### src/rtl/serial_subtractor_4bit_pkg.sv
// Shared definitions for the bit-serial arithmetic blocks: FSM state encodings
// and the default operand width used by both the serial subtractor and the adder.
package serial_subtractor_4bit_pkg;

  localparam int ARITH_WIDTH = 4;

  typedef enum logic [1:0] {
    ST_IDLE  = 2'd0,
    ST_SHIFT = 2'd1,
    ST_DONE  = 2'd2
  } state_t;

endpackage

### src/rtl/serial_subtractor_4bit_fs.sv
// Single-bit full subtractor: d = a - b - bin, bout set when the bit underflows.
module full_subtractor (
  input  logic a,
  input  logic b,
  input  logic bin,
  output logic d,
  output logic bout
);

  assign d    = a ^ b ^ bin;
  assign bout = (~a & b) | (~(a ^ b) & bin);

endmodule

### src/rtl/serial_subtractor_4bit.sv
// Bit-serial subtractor: diff = a - b - bin, one bit per clock through a single
// full-subtractor cell, with a start/busy/done handshake.
module serial_subtractor_4bit
  import serial_subtractor_4bit_pkg::*;
#(
  parameter int WIDTH = ARITH_WIDTH
) (
  input  logic             clk,
  input  logic             rst,
  input  logic             start,
  input  logic [WIDTH-1:0] a,
  input  logic [WIDTH-1:0] b,
  input  logic             bin,
  output logic             busy,
  output logic             done,
  output logic [WIDTH-1:0] diff,
  output logic             bout
);

  localparam int CNT_W = (WIDTH > 1) ? $clog2(WIDTH) : 1;
  localparam logic [CNT_W-1:0] CNT_LAST = CNT_W'(WIDTH - 1);

  state_t           state;
  logic [WIDTH-1:0] sa;
  logic [WIDTH-1:0] sb;
  logic [WIDTH-1:0] res;
  logic             br;
  logic [CNT_W-1:0] cnt;

  logic             d_bit;
  logic             br_nxt;
  logic [WIDTH-1:0] res_nxt;

  full_subtractor u_fs (
    .a    (sa[0]),
    .b    (sb[0]),
    .bin  (br),
    .d    (d_bit),
    .bout (br_nxt)
  );

  // New bit enters at the MSB; after WIDTH right shifts bit i sits at position i.
  assign res_nxt = {d_bit, res[WIDTH-1:1]};

  always_ff @(posedge clk or posedge rst) begin
    if (rst) begin
      state <= ST_IDLE;
      sa    <= '0;
      sb    <= '0;
      res   <= '0;
      br    <= 1'b0;
      cnt   <= '0;
      busy  <= 1'b0;
      done  <= 1'b0;
      diff  <= '0;
      bout  <= 1'b0;
    end else begin
      case (state)
        ST_IDLE: begin
          done <= 1'b0;
          if (start) begin
            sa    <= a;
            sb    <= b;
            br    <= bin;
            cnt   <= '0;
            res   <= '0;
            busy  <= 1'b1;
            state <= ST_SHIFT;
          end
        end
        ST_SHIFT: begin
          res <= res_nxt;
          sa  <= sa >> 1;
          sb  <= sb >> 1;
          br  <= br_nxt;
          cnt <= cnt + 1'b1;
          // The last step publishes the result straight from the cell outputs.
          if (cnt == CNT_LAST) begin
            diff  <= res_nxt;
            bout  <= br_nxt;
            done  <= 1'b1;
            state <= ST_DONE;
          end
        end
        ST_DONE: begin
          done  <= 1'b0;
          busy  <= 1'b0;
          state <= ST_IDLE;
        end
        default: begin
          done  <= 1'b0;
          busy  <= 1'b0;
          state <= ST_IDLE;
        end
      endcase
    end
  end

endmodule
### config.mk
export PLATFORM = sky130hd
export DESIGN_NAME = serial_subtractor_4bit
export DESIGN_NICKNAME = d
export VERILOG_FILES = /design/src/rtl/serial_subtractor_4bit_pkg.sv /design/src/rtl/serial_subtractor_4bit_fs.sv /design/src/rtl/serial_subtractor_4bit.sv
export SDC_FILE = /design/constraint.sdc
export NUM_CORES = 1
export LEC_CHECK = 0
export ABC_AREA = 1
export BUFFER_PORTS_ARGS = -buffer_cell sky130_fd_sc_hd__buf_2
export CAP_MARGIN = 20
export CORE_MARGIN = 2
export CORE_UTILIZATION = 54
export CTS_CLUSTER_DIAMETER = 50
export DETAILED_ROUTE_END_ITERATION = 10
export PLACE_DENSITY = 0.74
export SLEW_MARGIN = 20
export SYNTH_ARGS = -nofsm -noshare
export SYNTH_HDL_FRONTEND = slang
export SYNTH_SLANG_ARGS = --single-unit
### constraint.sdc
create_clock -name clk -period 1.3 [get_ports clk]
set_clock_uncertainty 0.1 [all_clocks]
set_input_delay 0.13 -clock clk [delete_from_list [all_inputs] [get_ports clk]]
set_output_delay 0.13 -clock clk [all_outputs]
set_load 0.1 [all_outputs]
Yosys cells after proc, flatten, opt, wreduce, memory -nomap -nowiden
Index checks and enable logic that the tools add are counted.

Register bits: 24. Word-level logic and storage cells: 46. Input port bits: 12. Output and inout bits: 7.

Multiplexer cells: 17. Bitwise gates (word level): 8. Equality and inequality tests: 4. Reduce and logical (&&, ||, !) cells: 6. Add/subtract/negate cells: 1.

Operators by type and width (count): $pmux 4 s2 (3); $mux 4 (3); $pmux 2 s2 (2); $reduce_and 2->1 (4); $mux 2 (3); $mux 1 (4); $ne 2x2->1 const B (2); $pmux 1 s2 (2); $not 1->1 (3); $add 2x1->2 const B (1); $and 1x1->1 (2); $eq 2x1->1 const B (1); $eq 2x2->1 const B (1); $logic_not 2->1 (1); $reduce_bool 2->1 (1); $xor 1x1->1 (2); $or 1x1->1 (1).

Depth between registers and ports, before layout
Gate-level depths: netlist of the first run.

Depth in word-level cells: 5. Mapped depth: 7. Depth with buffers taken out: 6.

By module
A second synthesis of the first run with hierarchy kept.

Cells, all modules: 123. Area total of the unflattened synthesis: 1121.1 um2.

By module, submodules not included: serial_subtractor_4bit (area an instance 1089.8 um2, cells each 119, times used 1, sequential area each 575.6 um2); full_subtractor (area an instance 31.3 um2, cells each 4, times used 1, sequential area each 0.0 um2).

Least setup slack after synthesis of the first run
Ideal clock, no wire load.

Kind: flip-flop to flip-flop. Start point: register bout (netlist name). End point: register bout. Required time: 1.124 ns. Library setup time: 0.076 ns. Path buffers: 0. Cell stages (with the launch flop): 3. Data arrival time: 1.088 ns. Clock period less this slack: 1.264 ns. Setup slack: 0.036 ns. Cell sequence: dfrtp_1 -> nand2_1 -> o21ai_1.

RTL lines: end signal, assigned (RTL line serial_subtractor_4bit.sv:80) `bout <= br_nxt;`; end, declared (RTL line serial_subtractor_4bit.sv:17) `output logic bout`.

Final worst setup path of the first run
Start point: register br. End point: register res[3].

Longest elaborated chain between the ends: 2.

RTL lines: start, declared (RTL line serial_subtractor_4bit.sv:27) `logic br;`; start signal, assigned (RTL line serial_subtractor_4bit.sv:64) `br <= bin;`; start signal, assigned (RTL line serial_subtractor_4bit.sv:75) `br <= br_nxt;`; $xor 1x1->1 (RTL line serial_subtractor_4bit_fs.sv:10) `assign d = a ^ b ^ bin;`; named net d_bit (RTL line serial_subtractor_4bit.sv:30) `logic d_bit;`; $pmux 4 s2 (RTL line serial_subtractor_4bit.sv:58) `case (state)`; end signal, assigned (RTL line serial_subtractor_4bit.sv:72) `res <= res_nxt;`; end, declared (RTL line serial_subtractor_4bit.sv:26) `logic [WIDTH-1:0] res;`.

The timed path passes the listed nets, and every way through them passes these cells. A chain may end at the register's enable or synchronous reset.

==> impl_summary.log, run 1 <==
INFO  metric worst_pin_slew = around 0.29 ns
INFO  metric die_area = 0.00244 sq mm
INFO  metric floorplan.initialDensity = 56.8%
INFO  metric aggregate_negative_setup_slack = 0 ns
INFO  metric wirelength = 2090 um
INFO  metric postSynthNetCount = around 130
INFO  metric drive_above_1_share = 28.8%
INFO  metric hold_path_class = in2reg
INFO  metric synth_async_sr_flop_share = 100%
INFO  metric arrival = between 1 and 1.5 ns
INFO  metric die_w = 49.4 um
INFO  metric grt_pass1_wl = approximately 3700 um
INFO  metric clkTransAtPathRegs = about 0.13 ns
INFO  metric crit_path_start_kind = flip-flop
INFO  metric synth_area_per_cell = 9.29 sq um
INFO  metric grt_antenna_before_repair = 0
INFO  metric clock_tree_from_tritoncts = yes
INFO  metric status = finished clean
INFO  metric track_usage = 19.6%
INFO  metric floorplan.die.height = 49.4 um
INFO  metric dpl.hpwl = 1470 um
INFO  metric clk-insertion-delay-late = 0.31 ns
INFO  metric cts_max_path_buffers = 2
INFO  metric timing.final.setup_violations = 0
INFO  metric syn_to_final_growth = 25.8%
INFO  metric cts_htree_levels = 1
INFO  metric tritoncts.num_buffers = 3
INFO  metric postSynthCellCount = 120
INFO  metric core_area = about 0.0020 sq mm
INFO  metric design.final.nets = 161
INFO  metric fp-row-count = 16
INFO  metric synth-seq-cells = 23
INFO  metric min_period = 1.29 ns
INFO  metric yosys_most_used_dff = sky130_fd_sc_hd__dfrtp_1
INFO  metric antenna_left = 0
INFO  metric congestion_overflow_gr = 0
INFO  metric timing.critical_path.required = ~1.4 ns
INFO  metric proportion_of_netlist_area_held_by_the_largest_area_contributor = 51.6%
INFO  metric synth_common_cells = 29 x sky130_fd_sc_hd__nand2_1, 23 x sky130_fd_sc_hd__dfrtp_1, 20 x sky130_fd_sc_hd__nand3_1, 18 x sky130_fd_sc_hd__inv_1
INFO  metric yosys.cell_types.count = 19
INFO  metric cts_sinks = 23
INFO  metric synth_top_cell_by_area = sky130_fd_sc_hd__dfrtp_1
INFO  metric post-synth-top-count-cell = sky130_fd_sc_hd__nand2_1
INFO  metric placement.cell_area = 0.00134 sq mm
INFO  metric vias_per_cell = 4.93
INFO  metric p_leak = 0.730 nW
INFO  metric grt_setup_unrepaired = yes
INFO  metric io_buffer_count = 18
INFO  metric number_of_hold_slack_violations_in_the_final_timing_report = 0
INFO  metric vdd_ir_drop_max = 2.33 mV
INFO  metric max_cap_violations = 0
INFO  metric power.density = 2960 mW/mm^2
INFO  metric ios = 19
INFO  metric min_period_over_period = 99.2%
INFO  metric synthTopCellsByArea = sky130_fd_sc_hd__dfrtp_1 52%, sky130_fd_sc_hd__nand2_1 9.8%, sky130_fd_sc_hd__nand3_1 9.0%, sky130_fd_sc_hd__inv_1 6.1%, sky130_fd_sc_hd__nand2_8 3.6%
INFO  metric crit_path_end_kind = flip-flop
INFO  metric layout.cell_area.non_filler = 0.00140 sq mm
INFO  metric largest_net_degree_at_the_start_of_global_routing = 24
INFO  metric antenna_cells = 0
INFO  metric synth_enable_flop_cells = 0
INFO  metric detail_route.first_pass.iterations = 4
INFO  metric max_clock_freq = 0.775 GHz
INFO  metric dr.first_iter.drc_count = 15
INFO  metric synth.yosys.seq_area_share = 51.6%
INFO  metric slew_headroom = 80.9%
INFO  metric crit_fanout = 2
INFO  metric worst-setup-path-type = reg2reg
INFO  metric synth_warnings = 0
INFO  metric synthesis.area = about 0.0011 sq mm
INFO  metric finalPower = just over 0.004 W
INFO  metric clock_tree.root_cell = sky130_fd_sc_hd__clkbuf_4
INFO  metric maxSlewViolCount = 0
INFO  metric gp_routability_congestion = just under 0.8
INFO  metric drc = 0
INFO  metric dr_total_vias = 853
INFO  metric first_global_vias = 863
INFO  metric routed_wire_length_per_instance = 12.1 um
final timing paths:
path                        start  endpoint  slack (ns)  cells past startpoint
min                          b[1]     sb[1]        0.02                      5
min in group asynchronous     rst      done        0.28                      4
max in group asynchronous     rst  state[1]        0.59                      4
max reg2reg                    br    res[3]        0.01                      4
min reg2reg                res[2]    res[1]        0.40                      2
max                            br    res[3]        0.01                      4
placed cells by master (no fill, tap or decap), drive strengths merged:
cell type | synthesis | layout
o21ai | 10 | 10
clkbuf | 0 | 3
nand3 | 21 | 21
a21oi | 1 | 1
nor2 | 5 | 5
inv | 21 | 21
dfrtp | 23 | 23
nand4 | 1 | 1
ha | 1 | 1
nand2 | 33 | 33
fa | 1 | 1
dlygate4sd3 | 0 | 3
buf | 3 | 22
clkinv | 0 | 1
registers in the layout (all words and copies together) (netlist names):
name	cells
diff	4
sa	4
sb	4
res	3
cnt	2
state	2
bout	1
br	1
busy	1
done	1
cell type report:
class	count	area, sq um
sequential	23	576
fill	162	559
multi-input combinational	73	429
timing repair buffer	25	255
inverter	21	81.3
tap	27	33.8
clock buffer	3	22.5
clock inverter	1	5.00
report_power, final:
part	internal, W	switching (W)	leakage [nW]
combinational	0.000914	0.00162	0.426
clock	0.000115	0.000212	0.0177
sequential	0.00104	0.000249	0.287
total	0.00207	0.00208	0.730
routing by layer:
| layer | wire length [um] | GRT usage [%] | share of wire, % | up-vias |
|---|---|---|---|---|
| met3 | 63 | 3.68 | 3.0 | 6 |
| met5 | 0 | 0 | 0 | - |
| met4 | 40 | 8.80 | 1.9 | 0 |
| li1 | - | - | - | 431 |
| met1 | 950 | 24.2 | 45 | 398 |
| met2 | 1040 | 33.1 | 50 | 18 |
metrics by stage:
stage / worst slack [ns] / std cells / hold WS (ns) / util [%]
6_report: 0.00979 / 173 / 0.0206 / 71.5
5_1_grt: -0.0378 / 173 / 0.0402 / 71.5
4_1_cts: 0.0198 / 173 / 0.0256 / 71.2
3_5_place_dp: 0.0470 / 166 / 0.0840 / 68.3
3_3_place_gp: 0.0830 / 166 / 0.0788 / 68.3
2_1_floorplan: 0.0360 / 120 / 0.0319 / -
kinds of logic (layout without fill, tap and decap cells):
logic type                 Yosys count  in the layout  share of synthesized area (%)
and+or+nand+nor                     60             60                           28.2
DFF                                 23             23                           51.6
adders and majority gates            2              2                           2.92
buffers and inverters               24             50                           10.3
AOI/OAI and AO/OA                   11             11                           6.96
critical path, stage by stage (launching register included):
cell and delay (ns):
sky130_fd_sc_hd__dfrtp_1 0.38, sky130_fd_sc_hd__inv_2 0.05, sky130_fd_sc_hd__fa_2 0.58, sky130_fd_sc_hd__nand2_1 0.05
sky130_fd_sc_hd__o21ai_1 0.07
what timing repair did:
action,4_1_cts,5_1_grt
setup buffers,0,0
setup endpoints to repair,0,4
hold endpoints to repair,25,0
hold buffers,3,0
gates resized for setup,0,4
Power figures use the tool's default switching activity.
==> run 2, diff against run 1 <==
CORE_UTILIZATION = 55   (was 54)
MAX_ROUTING_LAYER = met4   (was not set)
PLACE_DENSITY = 0.75   (was 0.74)
clock period = 1.57 ns   (was 1.3 ns; I/O delays follow)
==> run 2 against run 1 <==
Effect of this change: global-route usage down 0.37 points; sequential cell count unchanged; cell count down 1.2%; die area down 1.7%; wire length down 11%; count of clock-buffer cells in the layout unchanged; first-iteration DRC count unchanged; critical endpoint is now busy.
==> impl_summary.log, run 2 (same netlist as run 1, synthesis figures left out) <==
INFO  metric crit_buf_inv = 1 (unchanged)
INFO  metric dr.first_iter.drc_count = 15 (unchanged)
INFO  metric hold_path_class = in2reg
INFO  metric gp_routability_congestion = 0.737 (-7.3%)
INFO  metric layout.filler_cells = 183 (+13%)
INFO  metric routed_wire_length_per_instance = 10.9 um (-9.9%)
INFO  metric antenna_cells = 0 (unchanged)
INFO  metric largest_registers = diff: 4 flops, sa: 4 flops, sb: 4 flops
INFO  metric critical_path.max_stage_delay = 0.43 ns (-0.15 ns)
INFO  metric drive_above_1_share = 25.7% (-3.1 points)
INFO  metric aggregate_negative_setup_slack = 0 ns (unchanged)
INFO  metric grt_setup_unrepaired = no
INFO  metric maxSlewViolCount = 0 (unchanged)
INFO  metric clk-insertion-delay-late = 0.31 ns (about the same)
INFO  metric die_area = 0.00240 sq mm (-1.7%)
INFO  metric seqCellArea = 576 sq um (unchanged)
INFO  metric dr_total_vias = 842 (-1.3%)
INFO  metric ios = 19 (unchanged)
INFO  metric crit_path_start_kind = flip-flop
INFO  metric clock_tree_from_tritoncts = yes
INFO  metric commonest_non_fill_non_tap_cell_in_the_layout = sky130_fd_sc_hd__nand2_1
INFO  metric crit_path_end_kind = output pin
INFO  metric cts_htree_levels = 1 (unchanged)
INFO  metric floorplan.die.height = 49.0 um (-0.84%)
INFO  metric cts_hold_repair.buffers = 3 (unchanged)
INFO  metric crit_fanout = 2 (unchanged)
INFO  metric clock_tree.root_cell = sky130_fd_sc_hd__clkbuf_4
INFO  metric congestion_overflow_gr = 0 (unchanged)
INFO  metric detail_route.first_pass.iterations = 4 (unchanged)
INFO  metric mostFrequentLayoutCells = 29 x sky130_fd_sc_hd__nand2_1, 23 x sky130_fd_sc_hd__dfrtp_1, 20 x sky130_fd_sc_hd__nand3_1
INFO  metric core_area = 0.00194 sq mm (-1.0%)
INFO  metric arrival = 1.11 ns (-0.32 ns)
INFO  metric largest_net_degree_at_the_start_of_global_routing = 24 (unchanged)
INFO  metric design.final.nets = 159 (-1.2%)
INFO  metric floorplan.initialDensity = 57.4% (+0.59 points)
INFO  metric clkTransAtPathRegs = 0.12 ns (about the same)
INFO  metric vias_per_cell = 4.92 (-0.14%)
INFO  metric slew_headroom = 67.8% (-13 points)
INFO  metric die_w = 49.0 um (-0.84%)
INFO  metric min_period_over_period = 87.4%
INFO  metric path_delay_family = buffers and inverters
INFO  metric max_cap_violations = 0 (unchanged)
INFO  metric number_of_hold_slack_violations_in_the_final_timing_report = 0 (unchanged)
INFO  metric dpl.hpwl = 1340 um (-8.9%)
INFO  metric drc = 0 (unchanged)
INFO  metric first_global_vias = 809 (-6.3%)
INFO  metric cts_max_path_buffers = 2 (unchanged)
INFO  metric slowest_stage = sky130_fd_sc_hd__buf_2
INFO  metric cts.repair.resized = 0 (unchanged)
INFO  metric io_buffer_count = 18 (unchanged)
INFO  metric multiInputGateArea = 424 sq um (-1.2%)
INFO  metric worst_pin_slew = 0.486 ns (+0.200 ns)
INFO  metric critical_path.cell_chain = buf_2
INFO  metric timing.final.setup_violations = 0 (unchanged)
INFO  metric cts_sinks = 23 (unchanged)
INFO  metric non_filler_instances = 171 (-1.2%)
INFO  metric status = finished clean
INFO  metric syn_to_final_growth = 14.6%
INFO  metric postCtsSetupRepairBufs = 0 (unchanged)
INFO  metric hold-worst-slack = 0.0286 ns (+0.00808 ns)
INFO  metric fp-row-count = 16 (unchanged)
INFO  metric wirelength = 1860 um (-11%)
INFO  metric min_period = 1.37 ns
INFO  metric antenna_left = 0 (unchanged)
INFO  metric track_usage = 19.2% (-0.37 points)
INFO  metric tritoncts.num_buffers = 3 (unchanged)
INFO  metric grt_pass1_wl = 3440 um (-6.0%)
INFO  metric grt_antenna_before_repair = 0 (unchanged)
INFO  metric timing.critical_path.required = 1.31 ns (-0.13 ns)
INFO  metric worst-setup-path-type = reg2out
INFO  metric max_clock_freq = approximately 0.73 GHz
INFO  metric placed_cells = 164 (-1.2%)
## run 2: changes by cell type in the layout (fill, tap and decap cells not counted), sizes merged
cell and change:
buf -2
## run 2: layer usage
metal | share of wire, % | up-vias | wire length, um | global-route usage, %
met4 | 1.3 | 0 | 24 | 7.14
met1 | 46 | 395 | 863 | 23.1
met5 | 0 | - | 0 | -
met2 | 48 | 19 | 902 | 32.2
met3 | 3.8 | 4 | 71 | 3.68
li1 | - | 424 | - | -
## run 2: stage by stage
stage	setup slack, ns	cell area (sq um)	util (%)
after floorplan	0.306	1110	-
after detailed placement	0.311	1220	62.8
after global placement	0.306	1220	62.8
final	0.198	1280	65.8
after CTS	0.198	1280	65.8
after global routing	0.142	1280	65.8
## run 2: path summary, 6_finish.rpt
path / to / slack (ns) / start / cells after the start
worst max register to register: br / 0.28 / sb[0] / 5
worst min-delay path: sb[0] / 0.03 / b[0] / 3
worst min register to register: diff[3] / 0.39 / diff[3] / 2
min in group asynchronous: diff[3] / 0.30 / rst / 4
max in group asynchronous: cnt[0] / 0.84 / rst / 4
worst max-delay path: busy / 0.20 / busy / 1
## run 2: area by class of cell
| cell class | instances | area share (%) |
|---|---|---|
| Clock inverter | 1 | 0.392 |
| Clock buffer | 3 | 1.76 |
| Timing Repair Buffer | 23 | 10.6 |
| Inverter | 21 | 6.37 |
| Tap cell | 27 | 2.64 |
| Sequential cell | 23 | 45.1 |
| Multi-Input combinational cell | 73 | 33.2 |
Power of run 2 is not shown: default switching activity piles up to over one toggle a cycle in this logic, so the estimate is an artifact.
